[config.mk]
export PLATFORM = sky130hd
export DESIGN_NAME = hazard_forward_unit_flat
export DESIGN_NICKNAME = d
export VERILOG_FILES = /design/src/rtl/cpu_pkg.sv /design/src/rtl/hazard_forward_unit_if.sv /design/src/rtl/fwd_match.sv /design/src/rtl/hazard_forward_unit.sv /design/src/flat_wrapper.sv
export SDC_FILE = /design/constraint.sdc
export NUM_CORES = 1
export LEC_CHECK = 0
export CAP_MARGIN = 30
export CORE_MARGIN = 2
export CORE_UTILIZATION = 35
export DETAILED_ROUTE_END_ITERATION = 7
export PLACE_DENSITY = 0.66
export SYNTH_ARGS = -nofsm -noshare
export SYNTH_HDL_FRONTEND = slang
export SYNTH_SLANG_ARGS = --single-unit
[constraint.sdc]
create_clock -name clk -period 1.6 [get_ports clk]
set_input_delay 0.24 -clock clk [delete_from_list [all_inputs] [get_ports clk]]
set_output_delay 0.24 -clock clk [all_outputs]
set_load 0.01 [all_outputs]
[src/rtl/cpu_pkg.sv]
// Shared CPU pipeline types: forwarding select encoding, per-stage
// destination tag and the architectural register address width.
package cpu_pkg;

    localparam int unsigned REG_ADDR_W = 4;

    typedef enum logic [1:0] {
        FWD_DEC = 2'b00,
        FWD_MEM = 2'b01,
        FWD_WB  = 2'b10
    } fwd_sel_t;

    // Destination record of an in-flight instruction.
    typedef struct packed {
        logic                  valid;
        logic                  wr;
        logic [REG_ADDR_W-1:0] dst;
    } stage_tag_t;

endpackage

[src/rtl/hazard_forward_unit_if.sv]
// ID-stage / hazard-unit bundle.
//   master : decode side, drives hold, flush and the ID instruction fields,
//            receives the EX selects, stall (and stall_count).
//   slave  : hazard_forward_unit.
// Optional: HFU_PERF_CNT_EN adds the stall_count signal and CNT_W.
interface hazard_forward_unit_if
#(
`ifdef HFU_PERF_CNT_EN
    parameter int unsigned CNT_W      = 16,
`endif
    parameter int unsigned REG_ADDR_W = cpu_pkg::REG_ADDR_W
);
    logic                  hold;
    logic                  flush;
    logic                  id_valid;
    logic [REG_ADDR_W-1:0] id_src1;
    logic [REG_ADDR_W-1:0] id_src2;
    logic [REG_ADDR_W-1:0] id_src_st;
    logic                  id_use1;
    logic                  id_use2;
    logic                  id_use_st;
    logic [REG_ADDR_W-1:0] id_dst;
    logic                  id_wr;
    logic                  id_load;
    logic [1:0]            reg1_sel;
    logic [1:0]            reg2_sel;
    logic [1:0]            ST_reg_sel;
    logic                  stall;
`ifdef HFU_PERF_CNT_EN
    logic [CNT_W-1:0]      stall_count;
`endif

    modport master (
        output hold, flush, id_valid, id_src1, id_src2, id_src_st,
               id_use1, id_use2, id_use_st, id_dst, id_wr, id_load,
        input  reg1_sel, reg2_sel, ST_reg_sel, stall
`ifdef HFU_PERF_CNT_EN
             , stall_count
`endif
    );

    modport slave (
        input  hold, flush, id_valid, id_src1, id_src2, id_src_st,
               id_use1, id_use2, id_use_st, id_dst, id_wr, id_load,
        output reg1_sel, reg2_sel, ST_reg_sel, stall
`ifdef HFU_PERF_CNT_EN
             , stall_count
`endif
    );

endinterface

[src/rtl/fwd_match.sv]
// Per-source forwarding match against the EX and MEM destination tags.
//   src, use_src     : source register address and its read-enable
//   ex_tag, mem_tag  : destinations currently in EX and MEM
//   sel_c            : next EX select for this source (younger producer wins)
//   hit_e_c          : source matches the EX producer (load-use candidate)
module fwd_match
    import cpu_pkg::*;
#(
    parameter int unsigned REG_ADDR_W = cpu_pkg::REG_ADDR_W
)
(
    input  logic [REG_ADDR_W-1:0] src,
    input  logic                  use_src,
    input  stage_tag_t            ex_tag,
    input  stage_tag_t            mem_tag,
    output fwd_sel_t              sel_c,
    output logic                  hit_e_c
);

    logic hit_m_c;

    assign hit_e_c = use_src & ex_tag.valid  & ex_tag.wr  & (src == ex_tag.dst);
    assign hit_m_c = use_src & mem_tag.valid & mem_tag.wr & (src == mem_tag.dst);

    // EX producer reaches MEM next cycle; MEM producer reaches WB.
    always_comb begin
        sel_c = FWD_DEC;
        if (hit_e_c) begin
            sel_c = FWD_MEM;
        end else if (hit_m_c) begin
            sel_c = FWD_WB;
        end
    end

endmodule

[src/rtl/hazard_forward_unit.sv]
// Hazard and forwarding controller at the ID/EX boundary.
//   clk, rst : clock, synchronous active-high reset
//   bus      : hazard_forward_unit_if.slave (ID fields, hold, flush in;
//              registered EX selects, combinational stall out)
// Tracks EX/MEM destination tags, registers forwarding selects for the
// instruction entering EX and inserts a one-cycle bubble on load-use.
// Optional: HFU_PERF_CNT_EN adds a saturating load-use stall counter.
module hazard_forward_unit
    import cpu_pkg::*;
#(
`ifdef HFU_PERF_CNT_EN
    parameter int unsigned CNT_W      = 16,
`endif
    parameter int unsigned REG_ADDR_W = cpu_pkg::REG_ADDR_W
)
(
    input  logic                 clk,
    input  logic                 rst,
    hazard_forward_unit_if.slave bus
);

    stage_tag_t ex_tag;
    stage_tag_t mem_tag;
    logic       ex_load;    // load flag of the EX instruction; MEM never needs it

    fwd_sel_t   nxt1_c;
    fwd_sel_t   nxt2_c;
    fwd_sel_t   nxt_st_c;
    logic       hit1_c;
    logic       hit2_c;
    logic       hit_st_c;
    logic       bubble_c;

    fwd_match #(.REG_ADDR_W(REG_ADDR_W)) u_match1 (
        .src(bus.id_src1), .use_src(bus.id_use1),
        .ex_tag(ex_tag), .mem_tag(mem_tag),
        .sel_c(nxt1_c), .hit_e_c(hit1_c)
    );

    fwd_match #(.REG_ADDR_W(REG_ADDR_W)) u_match2 (
        .src(bus.id_src2), .use_src(bus.id_use2),
        .ex_tag(ex_tag), .mem_tag(mem_tag),
        .sel_c(nxt2_c), .hit_e_c(hit2_c)
    );

    fwd_match #(.REG_ADDR_W(REG_ADDR_W)) u_match_st (
        .src(bus.id_src_st), .use_src(bus.id_use_st),
        .ex_tag(ex_tag), .mem_tag(mem_tag),
        .sel_c(nxt_st_c), .hit_e_c(hit_st_c)
    );

    // Load result only exists at end of MEM: a consumer right behind it waits.
    // A flush squashes the consumer, so it never counts as a stall.
    assign bus.stall = bus.id_valid & ~bus.flush & ex_load & (hit1_c | hit2_c | hit_st_c);
    assign bubble_c  = bus.stall | bus.flush | ~bus.id_valid;

    // Tag pipeline and registered EX selects.
    always_ff @(posedge clk) begin
        if (rst) begin
            ex_tag         <= '0;
            mem_tag        <= '0;
            ex_load        <= 1'b0;
            bus.reg1_sel   <= 2'b00;
            bus.reg2_sel   <= 2'b00;
            bus.ST_reg_sel <= 2'b00;
        end else if (!bus.hold) begin
            mem_tag <= ex_tag;
            if (bubble_c) begin
                ex_tag.valid   <= 1'b0;
                ex_load        <= 1'b0;
                bus.reg1_sel   <= 2'b00;
                bus.reg2_sel   <= 2'b00;
                bus.ST_reg_sel <= 2'b00;
            end else begin
                ex_tag.valid   <= 1'b1;
                ex_tag.wr      <= bus.id_wr;
                ex_tag.dst     <= bus.id_dst;
                ex_load        <= bus.id_load;
                bus.reg1_sel   <= 2'(nxt1_c);
                bus.reg2_sel   <= 2'(nxt2_c);
                bus.ST_reg_sel <= 2'(nxt_st_c);
            end
        end
    end

`ifdef HFU_PERF_CNT_EN
    // Saturating count of load-use stall cycles.
    always_ff @(posedge clk) begin
        if (rst) begin
            bus.stall_count <= '0;
        end else if (!bus.hold && bus.stall && (bus.stall_count != {CNT_W{1'b1}})) begin
            bus.stall_count <= bus.stall_count + CNT_W'(1);
        end
    end
`endif

endmodule

[src/flat_wrapper.sv]
// flat-port wrapper written by rule: the top's interface ports become plain ports
module hazard_forward_unit_flat import cpu_pkg::*;
#(

    parameter int unsigned REG_ADDR_W = cpu_pkg::REG_ADDR_W
)
  (clk, rst, bus_hold, bus_flush, bus_id_valid, bus_id_src1, bus_id_src2, bus_id_src_st, bus_id_use1, bus_id_use2, bus_id_use_st, bus_id_dst, bus_id_wr, bus_id_load, bus_reg1_sel, bus_reg2_sel, bus_ST_reg_sel, bus_stall);
  hazard_forward_unit_if #(.REG_ADDR_W(REG_ADDR_W)) bus_i ();
  input  logic clk;
  input  logic rst;
  input wire logic [$bits(bus_i.hold)-1:0] bus_hold;
  input wire logic [$bits(bus_i.flush)-1:0] bus_flush;
  input wire logic [$bits(bus_i.id_valid)-1:0] bus_id_valid;
  input wire logic [$bits(bus_i.id_src1)-1:0] bus_id_src1;
  input wire logic [$bits(bus_i.id_src2)-1:0] bus_id_src2;
  input wire logic [$bits(bus_i.id_src_st)-1:0] bus_id_src_st;
  input wire logic [$bits(bus_i.id_use1)-1:0] bus_id_use1;
  input wire logic [$bits(bus_i.id_use2)-1:0] bus_id_use2;
  input wire logic [$bits(bus_i.id_use_st)-1:0] bus_id_use_st;
  input wire logic [$bits(bus_i.id_dst)-1:0] bus_id_dst;
  input wire logic [$bits(bus_i.id_wr)-1:0] bus_id_wr;
  input wire logic [$bits(bus_i.id_load)-1:0] bus_id_load;
  output wire logic [$bits(bus_i.reg1_sel)-1:0] bus_reg1_sel;
  output wire logic [$bits(bus_i.reg2_sel)-1:0] bus_reg2_sel;
  output wire logic [$bits(bus_i.ST_reg_sel)-1:0] bus_ST_reg_sel;
  output wire logic [$bits(bus_i.stall)-1:0] bus_stall;
  assign bus_i.hold = bus_hold;
  assign bus_i.flush = bus_flush;
  assign bus_i.id_valid = bus_id_valid;
  assign bus_i.id_src1 = bus_id_src1;
  assign bus_i.id_src2 = bus_id_src2;
  assign bus_i.id_src_st = bus_id_src_st;
  assign bus_i.id_use1 = bus_id_use1;
  assign bus_i.id_use2 = bus_id_use2;
  assign bus_i.id_use_st = bus_id_use_st;
  assign bus_i.id_dst = bus_id_dst;
  assign bus_i.id_wr = bus_id_wr;
  assign bus_i.id_load = bus_id_load;
  assign bus_reg1_sel = bus_i.reg1_sel;
  assign bus_reg2_sel = bus_i.reg2_sel;
  assign bus_ST_reg_sel = bus_i.ST_reg_sel;
  assign bus_stall = bus_i.stall;
  hazard_forward_unit #(.REG_ADDR_W(REG_ADDR_W)) u_core (.clk(clk), .rst(rst), .bus(bus_i));
endmodule
==> results.py, run 1 <==
metrics = {
    "sta": {
        "drv_slew": 0,
        "slew_headroom_pct": 76.8,
        "fin_crit_sh_pct": 116,
        "tightest_slew_ns": 0.346,
        "fmax_mhz": 537,
        "hold_violations": 0,
        "setup_viol": 7,
        "rsz0062_at_grt": "true",
        "min_period_ns": 1.86,
        "skew_ns": 0.0165,
        "layout_setup_ws_ns": -0.263,
    },
    "logic_synthesis": {
        "synthAdderAreaFrac_pct": 0,
        "synth_area_um2": 1050,
        "yosys.cell_types.count": 24,
        "syn_area_per_cell_um2": 9.26,
        "ys_ff_latch": 19,
        "yosys.area_share.simple_pct": 23.6,
        "yosysSeqAreaShare_pct": 36.4,
        "synth_compound_area_share_pct": 8.37,
        "synthXorXnorAreaFrac_pct": 20.1,
        "yosys_warnings": 0,
        "synthCells": 113,
        "synth_top_family_by_area": "simple AND/OR/NAND/NOR gates",
        "syn-num-nets": 139,
        "muxShareOfSynthArea_pct": 10.5,
    },
    "clock_tree": {
        "cts_hold_buf": 0,
        "clk_latency_ns": 0.31,
        "ctsHtreeMaxLevel": 1,
        "cts_tree": "built",
        "clockBufferDepth": 2,
        "cts.clk_slew.worst_paths_ns": 0.12,
        "cts.sinks": 19,
        "cts_root_buffer": "clkbuf_4",
        "cts-buffers-inserted": 3,
    },
    "critical_path": {
        "arrival_ns": 1.62,
        "cp_max_fo": 4,
        "cp_top_family": "simple AND/OR/NAND/NOR gates",
        "cp_slowest_cell": "dfxtp_4",
        "r2r_slack_ns": -0.25,
        "worstPathCellList": "buf_6, xor2_4, nor4_4, o31ai_2, nor2_1, buf_2",
        "critPathKind": "reg -> out",
        "max_stage_delay_ns": 0.39,
        "endpoint_kind": "output pin",
        "crit_required_ns": 1.36,
        "path_buf_inv": 2,
        "startpoint_type": "flip-flop",
    },
    "grt": {
        "grt_overflow_total": 0,
        "grt_pass1_vias": 1034,
        "grt.total_usage_pct": 18.2,
        "antenna_found_initial": 0,
        "grt_max_degree": 23,
        "grt_first_pass_wirelength_mm": 4.63,
    },
    "floorplan": {
        "fp.dieH_um": 58.7,
        "core_area_um2": 2810,
        "fp.dieW_um": 58.7,
        "initial_utilization_pct": 37.3,
        "ios": 33,
        "dieArea_um2": 3440,
        "rows": 19,
    },
    "cells_and_area": {
        "antenna_cells": 0,
        "drive_above_1_share_pct": 35.0,
        "syn2layout_area_growth_pct": 74.6,
        "fill_cells": 234,
        "final_nets": 204,
    },
    "power_and_ir_drop": {
        "power.total_w": 0.000973,
        "ir_worst_vdd_mv": 0.506,
        "powerDensity_nw_per_um2": 532,
        "leakagePower_nw": 0.750,
    },
    "place": {
        "port_buffers": 32,
        "dp_hpwl_mm": 2.12,
        "routabilityCongestion": 0.839,
        "place_ws_ns": -0.802,
    },
    "routing": {
        "via_per_inst": 4.96,
        "dr.pass1.iters": 6,
        "drt_iter0_drc": 13,
        "routedWlPerCell_um": 14.1,
        "drc_errors": 2,
        "vias": 1032,
        "drt-total-wl_mm": 2.94,
        "ant_nets": 0,
    },
    "outcome": {
        "violations": "design-rule violations, negative setup slack",
        "status": "complete, but fails checks",
    },
    "worst_hold_path": {
        "holdCritPathClass": "reg -> reg",
    },
    "job": {
        "cap_violations": 0,
    },
}
## final cells by class
cell class,count,area [µm²],share of cell area [%]
multi-input combinational,91,821,44.9
timing repair buffer,63,548,30.0
sequential,19,393,21.5
tap,31,38.8,2.12
clock buffer,4,26.3,1.44
## path summary, 6_finish.rpt
kind / from / to / cells after the start
max: u_core.ex_tag[1]$_SDFFE_PP0P_ / bus_stall / 6
min: u_core.bus.reg2_sel[1]$_SDFFE_PP0N_ / u_core.bus.reg2_sel[1]$_SDFFE_PP0N_ / 2
max reg2reg: u_core.ex_tag[1]$_SDFFE_PP0P_ / u_core.ex_tag[0]$_SDFFE_PP0P_ / 8
min reg2reg: u_core.bus.reg2_sel[1]$_SDFFE_PP0N_ / u_core.bus.reg2_sel[1]$_SDFFE_PP0N_ / 2
## layer usage
| metal | share of wire, % | global-route usage (%) | wire, µm |
|---|---|---|---|
| met1 | 39 | 20.5 | 1160 |
| met2 | 52 | 33.7 | 1540 |
| met3 | 5.6 | 4.62 | 165 |
| met4 | 2.6 | 4.87 | 77 |
| met5 | 0 | 0 | 0 |
## report_power, final
part	total (W)	switching, W	internal [W]	leakage (nW)
Combinational	0.000225	0.0000923	0.000133	0.579
Clock	0.000254	0.000157	0.0000974	0.0150
Sequential	0.000493	0.0000147	0.000479	0.156
## cells in the mapped netlist
cell      count  area [µm²]
dfxtp_1      19         380
nand2b_1     10        62.6
clkbuf_1      2        7.51
nor4_1        2        12.5
or3_4         1        11.3
mux2i_1      11         110
nor2_1       13        48.8
xnor2_1       6        52.6
and2_1        1        6.26
a21oi_4       1        16.3
o31ai_1       4        30.0
o21ba_1       1        10.0
nor2b_1       1        6.26
or2b_1        1        7.51
nand4_1       3        18.8
nor3_1        4        20.0
a22oi_1       3        22.5
nand3_1       3        15.0
a32oi_1       1        8.76
buf_1         1        3.75
xor2_1       18         158
or2_2         1        6.26
nand2_1       5        18.8
nor4_2        1        12.5
## flip-flops by register name, indices dropped and copies added (netlist names)
name / flops
u_core.bus.ST_reg_sel: 2
u_core.bus.reg1_sel: 2
u_core.bus.reg2_sel: 2
u_core.ex_load: 1
u_core.ex_tag: 6
u_core.mem_tag: 6
## through the flow
step	cell area (µm²)	cells	hold slack, ns	utilization [%]	TNS (ns)
5_1_grt	1830	208	0.500	65.1	-2.35
3_3_place_gp	1580	198	0.438	56.4	-5.22
6_report	1830	208	0.470	65.1	-1.53
3_5_place_dp	1580	198	0.444	56.4	-5.77
2_1_floorplan	1050	113	0.391	-	0
4_1_cts	1720	207	0.463	61.3	-1.42
## cell usage in the layout (no fill, tap or decap)
cell type        instances
buf_4                   28
buf_6                    3
nand4_1                  3
clkbuf_4                 3
xnor2_2                  3
a21oi_4                  1
nand2_1                  4
nor4_4                   3
nor2_1                  13
nand2_4                  1
nand3_1                  3
xor2_2                   6
xor2_4                   1
a22oi_1                  3
o21ba_4                  1
buf_2                    1
mux2i_1                 11
xnor2_1                  3
dfxtp_2                  1
nor2b_1                  1
nand2b_1                10
or2_2                    1
clkdlybuf4s50_1         22
dfxtp_1                 15
clkbuf_1                 1
dlygate4sd2_1            9
and2_1                   1
nor3_1                   4
or2b_1                   1
xor2_1                  11
dfxtp_4                  3
o31ai_2                  4
or3_4                    1
a32oi_2                  1
## cells by family after synthesis
kind of cell,count (synthesis)
AND/OR/NAND/NOR,46
XOR/XNOR,24
flip-flops,19
multiplexers,11
AO/OA/AOI/OAI,10
buffers and inverters,3
## worst register-to-register path: stages (launching register included)
cell     delay [ns]
dfxtp_4        0.41
buf_6          0.12
xor2_4         0.16
nor4_4         0.07
buf_4          0.15
or3_4          0.37
a21oi_4        0.16
buf_6          0.14
mux2i_1        0.19
## what timing repair did
action / 4_1_cts / 5_1_grt
setup buffers: 6 / 2
setup endpoints to repair: 11 / 12
gates resized for setup: 32 / 15
pin swaps: 13 / 6
hold endpoints to repair: 0 / 0
(Power assumes the default switching activity.)
==> run 2, diff against run 1 <==
Settings changed: PLACE_DENSITY 0.66 to default.
Clock period 1.6 ns to 2.12 ns, I/O delays scaled along.
==> results.py, run 2 (same netlist as run 1, synthesis figures left out) <==
metrics = {
    "outcome": {
        "status": "complete, but fails checks",
        "violations": "design-rule violations",
    },
    "routing": {
        "dr.pass1.iters": 5,
        "drt_iter0_drc": 17,
        "drt-total-wl_mm": 2.59,
        "via_per_inst": 4.98,
        "drc_errors": 2,
        "vias": 967,
        "routedWlPerCell_um": 13.3,
        "ant_nets": 0,
    },
    "grt": {
        "grt_first_pass_wirelength_mm": 4.17,
        "antenna_found_initial": 0,
        "grt_max_degree": 14,
        "grt_overflow_total": 0,
        "grt.total_usage_pct": 16.1,
        "grt_pass1_vias": 952,
    },
    "critical_path": {
        "rr_worst_depth": 6,
        "arrival_ns": 1.69,
        "endpoint": "bus_stall",
        "timing.rr.start": "u_core.ex_tag[1]$_SDFFE_PP0P_",
        "r2r_slack_ns": 0.17,
        "endpoint_kind": "output pin",
        "critPathKind": "in -> out",
        "r2r-end": "u_core.ex_tag[4]$_SDFFE_PP0P_",
        "crit_required_ns": 1.80,
        "crit_path_start": "bus_id_src_st[3]",
        "startpoint_type": "input port",
        "cp_max_fo": 2,
    },
    "cells_and_area": {
        "antenna_cells": 0,
        "final_core_util_pct": 56.3,
        "final_nets": 190,
        "layout_common_cells": "31 x clkdlybuf4s50_1, 18 x xor2_1, 18 x dfxtp_1",
        "syn2layout_area_growth_pct": 51.1,
        "layout_commonest_cell": "clkdlybuf4s50_1",
        "top_regs": "u_core.ex_tag: 6 flops, u_core.mem_tag: 6 flops",
        "drive_above_1_share_pct": 18.4,
        "final_cells": 194,
        "stdcell_area_um2": 1580,
    },
    "floorplan": {
        "rows": 19,
        "fp.dieH_um": 58.7,
        "dieArea_um2": 3440,
        "fp.dieW_um": 58.7,
        "ios": 33,
        "core_area_um2": 2810,
        "initial_utilization_pct": 37.3,
    },
    "sta": {
        "hold_violations": 0,
        "skew_ns": 0.00122,
        "rsz0062_at_grt": "true",
        "setup_viol": 0,
        "fin_crit_sh_pct": 94.9,
        "whs_ns": 0.467,
        "min_period_ns": 2.01,
        "drv_slew": 0,
        "slew_headroom_pct": 80.4,
        "tightest_slew_ns": 0.291,
        "fmax_mhz": 497,
    },
    "clock_tree": {
        "clk_latency_ns": 0.29,
        "cts.clk_slew.worst_paths_ns": 0.11,
        "cts_hold_buf": 0,
        "clockBufferDepth": 2,
        "cts_root_buffer": "clkbuf_4",
        "cts.sinks": 19,
        "ctsHtreeMaxLevel": 1,
        "cts_tree": "built",
        "cts-buffers-inserted": 3,
    },
    "place": {
        "routabilityCongestion": 0.780,
        "placed_cells": 189,
        "dpl_cell_area_um2": 1510,
        "port_buffers": 32,
        "dp_hpwl_mm": 2.13,
    },
    "power_and_ir_drop": {
        "powerDensity_nw_per_um2": 446,
        "power.total_w": 0.000704,
        "leakagePower_nw": 0.642,
        "ir_worst_vdd_mv": 0.221,
    },
    "worst_hold_path": {
        "holdCritPathClass": "reg -> reg",
    },
    "job": {
        "cap_violations": 0,
    },
}
run 2: changes by cell type in the layout (fill, tap and decap cells not counted), moves of 6 or more:
cell / before / now
clkdlybuf4s50_1: 22 / 31
dlygate4sd2_1: 9 / 0
xor2_1: 11 / 18
xor2_2: 6 / 0
buf_4: 28 / 17
run 2: routing by layer:
| metal | vias to the layer above | share of wire [%] | GRT usage (%) |
|---|---|---|---|
| met1 | 456 | 43 | 18.4 |
| li1 | 486 | - | - |
| met3 | 2 | 6.0 | 3.30 |
| met5 | - | 0 | 0 |
| met4 | 0 | 0.42 | 4.55 |
| met2 | 23 | 50 | 30.0 |
run 2: how the worst min path moves through the flow:
stage,from,end,slack [ns],cells after the start
floorplan,u_core.mem_tag[5]$_SDFFE_PP0N_,u_core.mem_tag[5]$_SDFFE_PP0N_,0.46,2
global placement,u_core.bus.reg1_sel[1]$_SDFFE_PP0N_,u_core.bus.reg1_sel[1]$_SDFFE_PP0N_,0.44,2
detailed placement,u_core.bus.ST_reg_sel[1]$_SDFFE_PP0N_,u_core.bus.ST_reg_sel[1]$_SDFFE_PP0N_,0.45,2
CTS,u_core.bus.ST_reg_sel[1]$_SDFFE_PP0N_,u_core.bus.ST_reg_sel[1]$_SDFFE_PP0N_,0.47,2
global route,u_core.bus.reg1_sel[1]$_SDFFE_PP0N_,u_core.bus.reg1_sel[1]$_SDFFE_PP0N_,0.50,2
finish,u_core.bus.ST_reg_sel[1]$_SDFFE_PP0N_,u_core.bus.ST_reg_sel[1]$_SDFFE_PP0N_,0.47,2
run 2: area by class of cell:
cell class | instances | area, µm²
clock buffers | 3 | 22.5
clock inverters | 1 | 5.00
fillers | 284 | 1220
multi-input cells | 91 | 689
flip-flops and latches | 19 | 382
well taps | 31 | 38.8
repair buffers | 49 | 443
run 2: critical path, cell delays in order:
cell	delay, ns
clkdlybuf4s50_1	0.49
xor2_1	0.27
nor4_4	0.09
o31ai_2	0.32
nor2_1	0.06
buf_2	0.14
run 2: report_power, final:
part	switching [W]	leakage [nW]	internal (W)
Sequential	0.0000101	0.154	0.000364
Clock	0.000117	0.0177	0.0000702
Combinational	0.0000563	0.470	0.0000868
run 2: per-stage QoR:
stage / setup TNS [ns] / setup slack [ns]
global placement: -0.965 / -0.355
floorplan: 0 / 0.445
detailed placement: -1.14 / -0.400
CTS: 0 / 0.0469
finish: 0 / 0.109
global route: -0.00190 / -0.00190
run 2: what timing repair did:
item | in CTS | in global routing
endpoints found under the setup margin | 1 | 2
setup buffers | 1 | 0
resized for setup | 8 | 2
pin swaps | 4 | 2
==> run 3, diff against run 2 <==
Settings changed: ABC_CLOCK_PERIOD_IN_PS from default to 2120, CORE_MARGIN 2 to default.
==> results.py, run 3 (same netlist as run 1, synthesis figures left out) <==
metrics = {
    "clock_tree": {
        "cts-buffers-inserted": 3,
        "ctsHtreeMaxLevel": 1,
        "cts_root_buffer": "clkbuf_4",
        "clk_latency_ns": 0.30,
        "cts.sinks": 19,
        "cts_tree": "built",
        "clockBufferDepth": 2,
        "cts_hold_buf": 0,
        "cts.clk_slew.worst_paths_ns": 0.11,
    },
    "power_and_ir_drop": {
        "pwr-share-clk_pct": 25.9,
        "powerDensity_nw_per_um2": 430,
        "pwr-share-comb_pct": 21.2,
        "power.internal_w": 0.000525,
        "p_switching_w": 0.000180,
        "switching_share_pct": 25.5,
        "pwr-share-seq_pct": 52.8,
        "power.total_w": 0.000705,
        "leakagePower_nw": 0.688,
        "ir_worst_vdd_mv": 0.262,
    },
    "floorplan": {
        "ios": 33,
        "fp.dieH_um": 56.7,
        "initial_utilization_pct": 37.3,
        "dieArea_um2": 3210,
        "rows": 19,
        "fp.dieW_um": 56.7,
        "core_area_um2": 2810,
    },
    "routing": {
        "drc_errors": 4,
        "ant_nets": 0,
        "drt_iter0_drc": 18,
        "routedWlPerCell_um": 13.2,
        "vias": 984,
        "dr.pass1.iters": 7,
        "drt-total-wl_mm": 2.58,
        "via_per_inst": 5.05,
    },
    "cells_and_area": {
        "antenna_cells": 0,
        "final_cells": 195,
        "multiInputGateArea_um2": 729,
        "layout_common_cells": "27 x clkdlybuf4s50_1, 18 x buf_4, 17 x xor2_1",
        "top_regs": "u_core.ex_tag: 6 flops, u_core.mem_tag: 6 flops",
        "fill_cells": 272,
        "layout_commonest_cell": "clkdlybuf4s50_1",
        "seq_area_um2": 389,
        "drive_above_1_share_pct": 21.3,
        "syn2layout_area_growth_pct": 56.8,
        "final_core_util_pct": 58.5,
        "final_nets": 191,
    },
    "sta": {
        "fin_crit_sh_pct": 95.6,
        "fmax_mhz": 494,
        "hold_violations": 0,
        "whs_ns": 0.467,
        "skew_ns": 0.00967,
        "tightest_slew_ns": 0.310,
        "setup_viol": 0,
        "slew_headroom_pct": 79.3,
        "drv_slew": 0,
        "min_period_ns": 2.03,
        "tns_ns": 0,
    },
    "critical_path": {
        "cp_max_fo": 3,
        "timing.rr.start": "u_core.ex_tag[2]$_SDFFE_PP0P_",
        "crit_required_ns": 1.80,
        "crit_path_start": "bus_id_src1[1]",
        "startpoint_type": "input port",
        "r2r-end": "u_core.ex_tag[3]$_SDFFE_PP0P_",
        "rr_worst_depth": 6,
        "arrival_ns": 1.71,
        "endpoint": "bus_stall",
        "r2r_slack_ns": 0.16,
        "endpoint_kind": "output pin",
        "critPathKind": "in -> out",
    },
    "grt": {
        "grtUsageMet1_pct": 21.3,
        "met2_usage_pct": 29.8,
        "grt.total_usage_pct": 17.7,
        "antenna_found_initial": 0,
        "met3_usage_pct": 4.15,
        "grt_overflow_total": 0,
        "grt_first_pass_wirelength_mm": 4.36,
        "grt_pass1_vias": 1005,
        "top_usage_layer": "met2",
        "grt_max_degree": 14,
    },
    "place": {
        "placed_cells": 191,
        "port_buffers": 32,
        "dp_hpwl_mm": 2.05,
        "routabilityCongestion": 0.790,
    },
    "worst_hold_path": {
        "holdCritPathClass": "reg -> reg",
    },
    "job": {
        "cap_violations": 0,
    },
    "outcome": {
        "status": "complete, but fails checks",
        "violations": "design-rule violations",
    },
}
==> run 3: cell types whose count changed in the layout (fill, tap and decap cells not counted), moves of 2 or more <==
cell,change
clkdlybuf4s50_1,-4
dlymetal6s2s_1,+3
dfxtp_1,-2
dfxtp_4,+2
xnor2_1,-2
xnor2_2,+2
==> run 3: worst min-delay path by stage <==
stage	start	to	slack [ns]	cells past startpoint
floorplan	u_core.mem_tag[5]$_SDFFE_PP0N_	u_core.mem_tag[5]$_SDFFE_PP0N_	0.46	2
global placement	u_core.bus.ST_reg_sel[1]$_SDFFE_PP0N_	u_core.bus.ST_reg_sel[1]$_SDFFE_PP0N_	0.44	2
detailed placement	u_core.bus.ST_reg_sel[1]$_SDFFE_PP0N_	u_core.bus.ST_reg_sel[1]$_SDFFE_PP0N_	0.45	2
CTS	u_core.bus.ST_reg_sel[1]$_SDFFE_PP0N_	u_core.bus.ST_reg_sel[1]$_SDFFE_PP0N_	0.47	2
global route	u_core.bus.reg1_sel[1]$_SDFFE_PP0N_	u_core.bus.reg1_sel[1]$_SDFFE_PP0N_	0.50	2
finish	u_core.bus.ST_reg_sel[1]$_SDFFE_PP0N_	u_core.bus.ST_reg_sel[1]$_SDFFE_PP0N_	0.47	2
==> run 3: layer usage <==
metal | wire (µm) | vias up
li1 | - | 492
met1 | 1170 | 449
met2 | 1250 | 39
met3 | 137 | 4
met4 | 18 | 0
met5 | 0 | -
==> run 3: what timing repair did <==
item,4_1_cts,5_1_grt
endpoints found under the setup margin,1,1
setup buffers,0,0
resized for setup,10,13
pin swaps,5,8
==> run 3: critical path: stages <==
cell	delay [ns]
clkdlybuf4s50_1	0.50
xor2_1	0.29
nor4_4	0.10
o31ai_4	0.29
nor2_1	0.07
buf_2	0.14
==> run 3: stage by stage <==
step | setup WS [ns] | instance area, µm²
floorplan | 0.445 | 1050
global placement | -0.359 | 1530
detailed placement | -0.391 | 1530
CTS | 0.0228 | 1580
global route | -0.00418 | 1640
finish | 0.0937 | 1640
==> run 3: cell type report <==
| type | instances | area share (%) |
|---|---|---|
| well taps | 31 | 2.36 |
| clock buffers | 4 | 1.60 |
| multi-input cells | 91 | 44.5 |
| flip-flops and latches | 19 | 23.7 |
| repair buffers | 50 | 27.8 |
==> run 3: power by group through the flow <==
stage | sequential (W) | combinational, W | clock, W
after floorplan | 0.000379 | 0.0000543 | 0
after global placement | 0.000381 | 0.000138 | 0
after detailed placement | 0.000381 | 0.000140 | 0
after CTS | 0.000373 | 0.000144 | 0.000190
after global routing | 0.000374 | 0.000162 | 0.000217
final | 0.000373 | 0.000150 | 0.000183
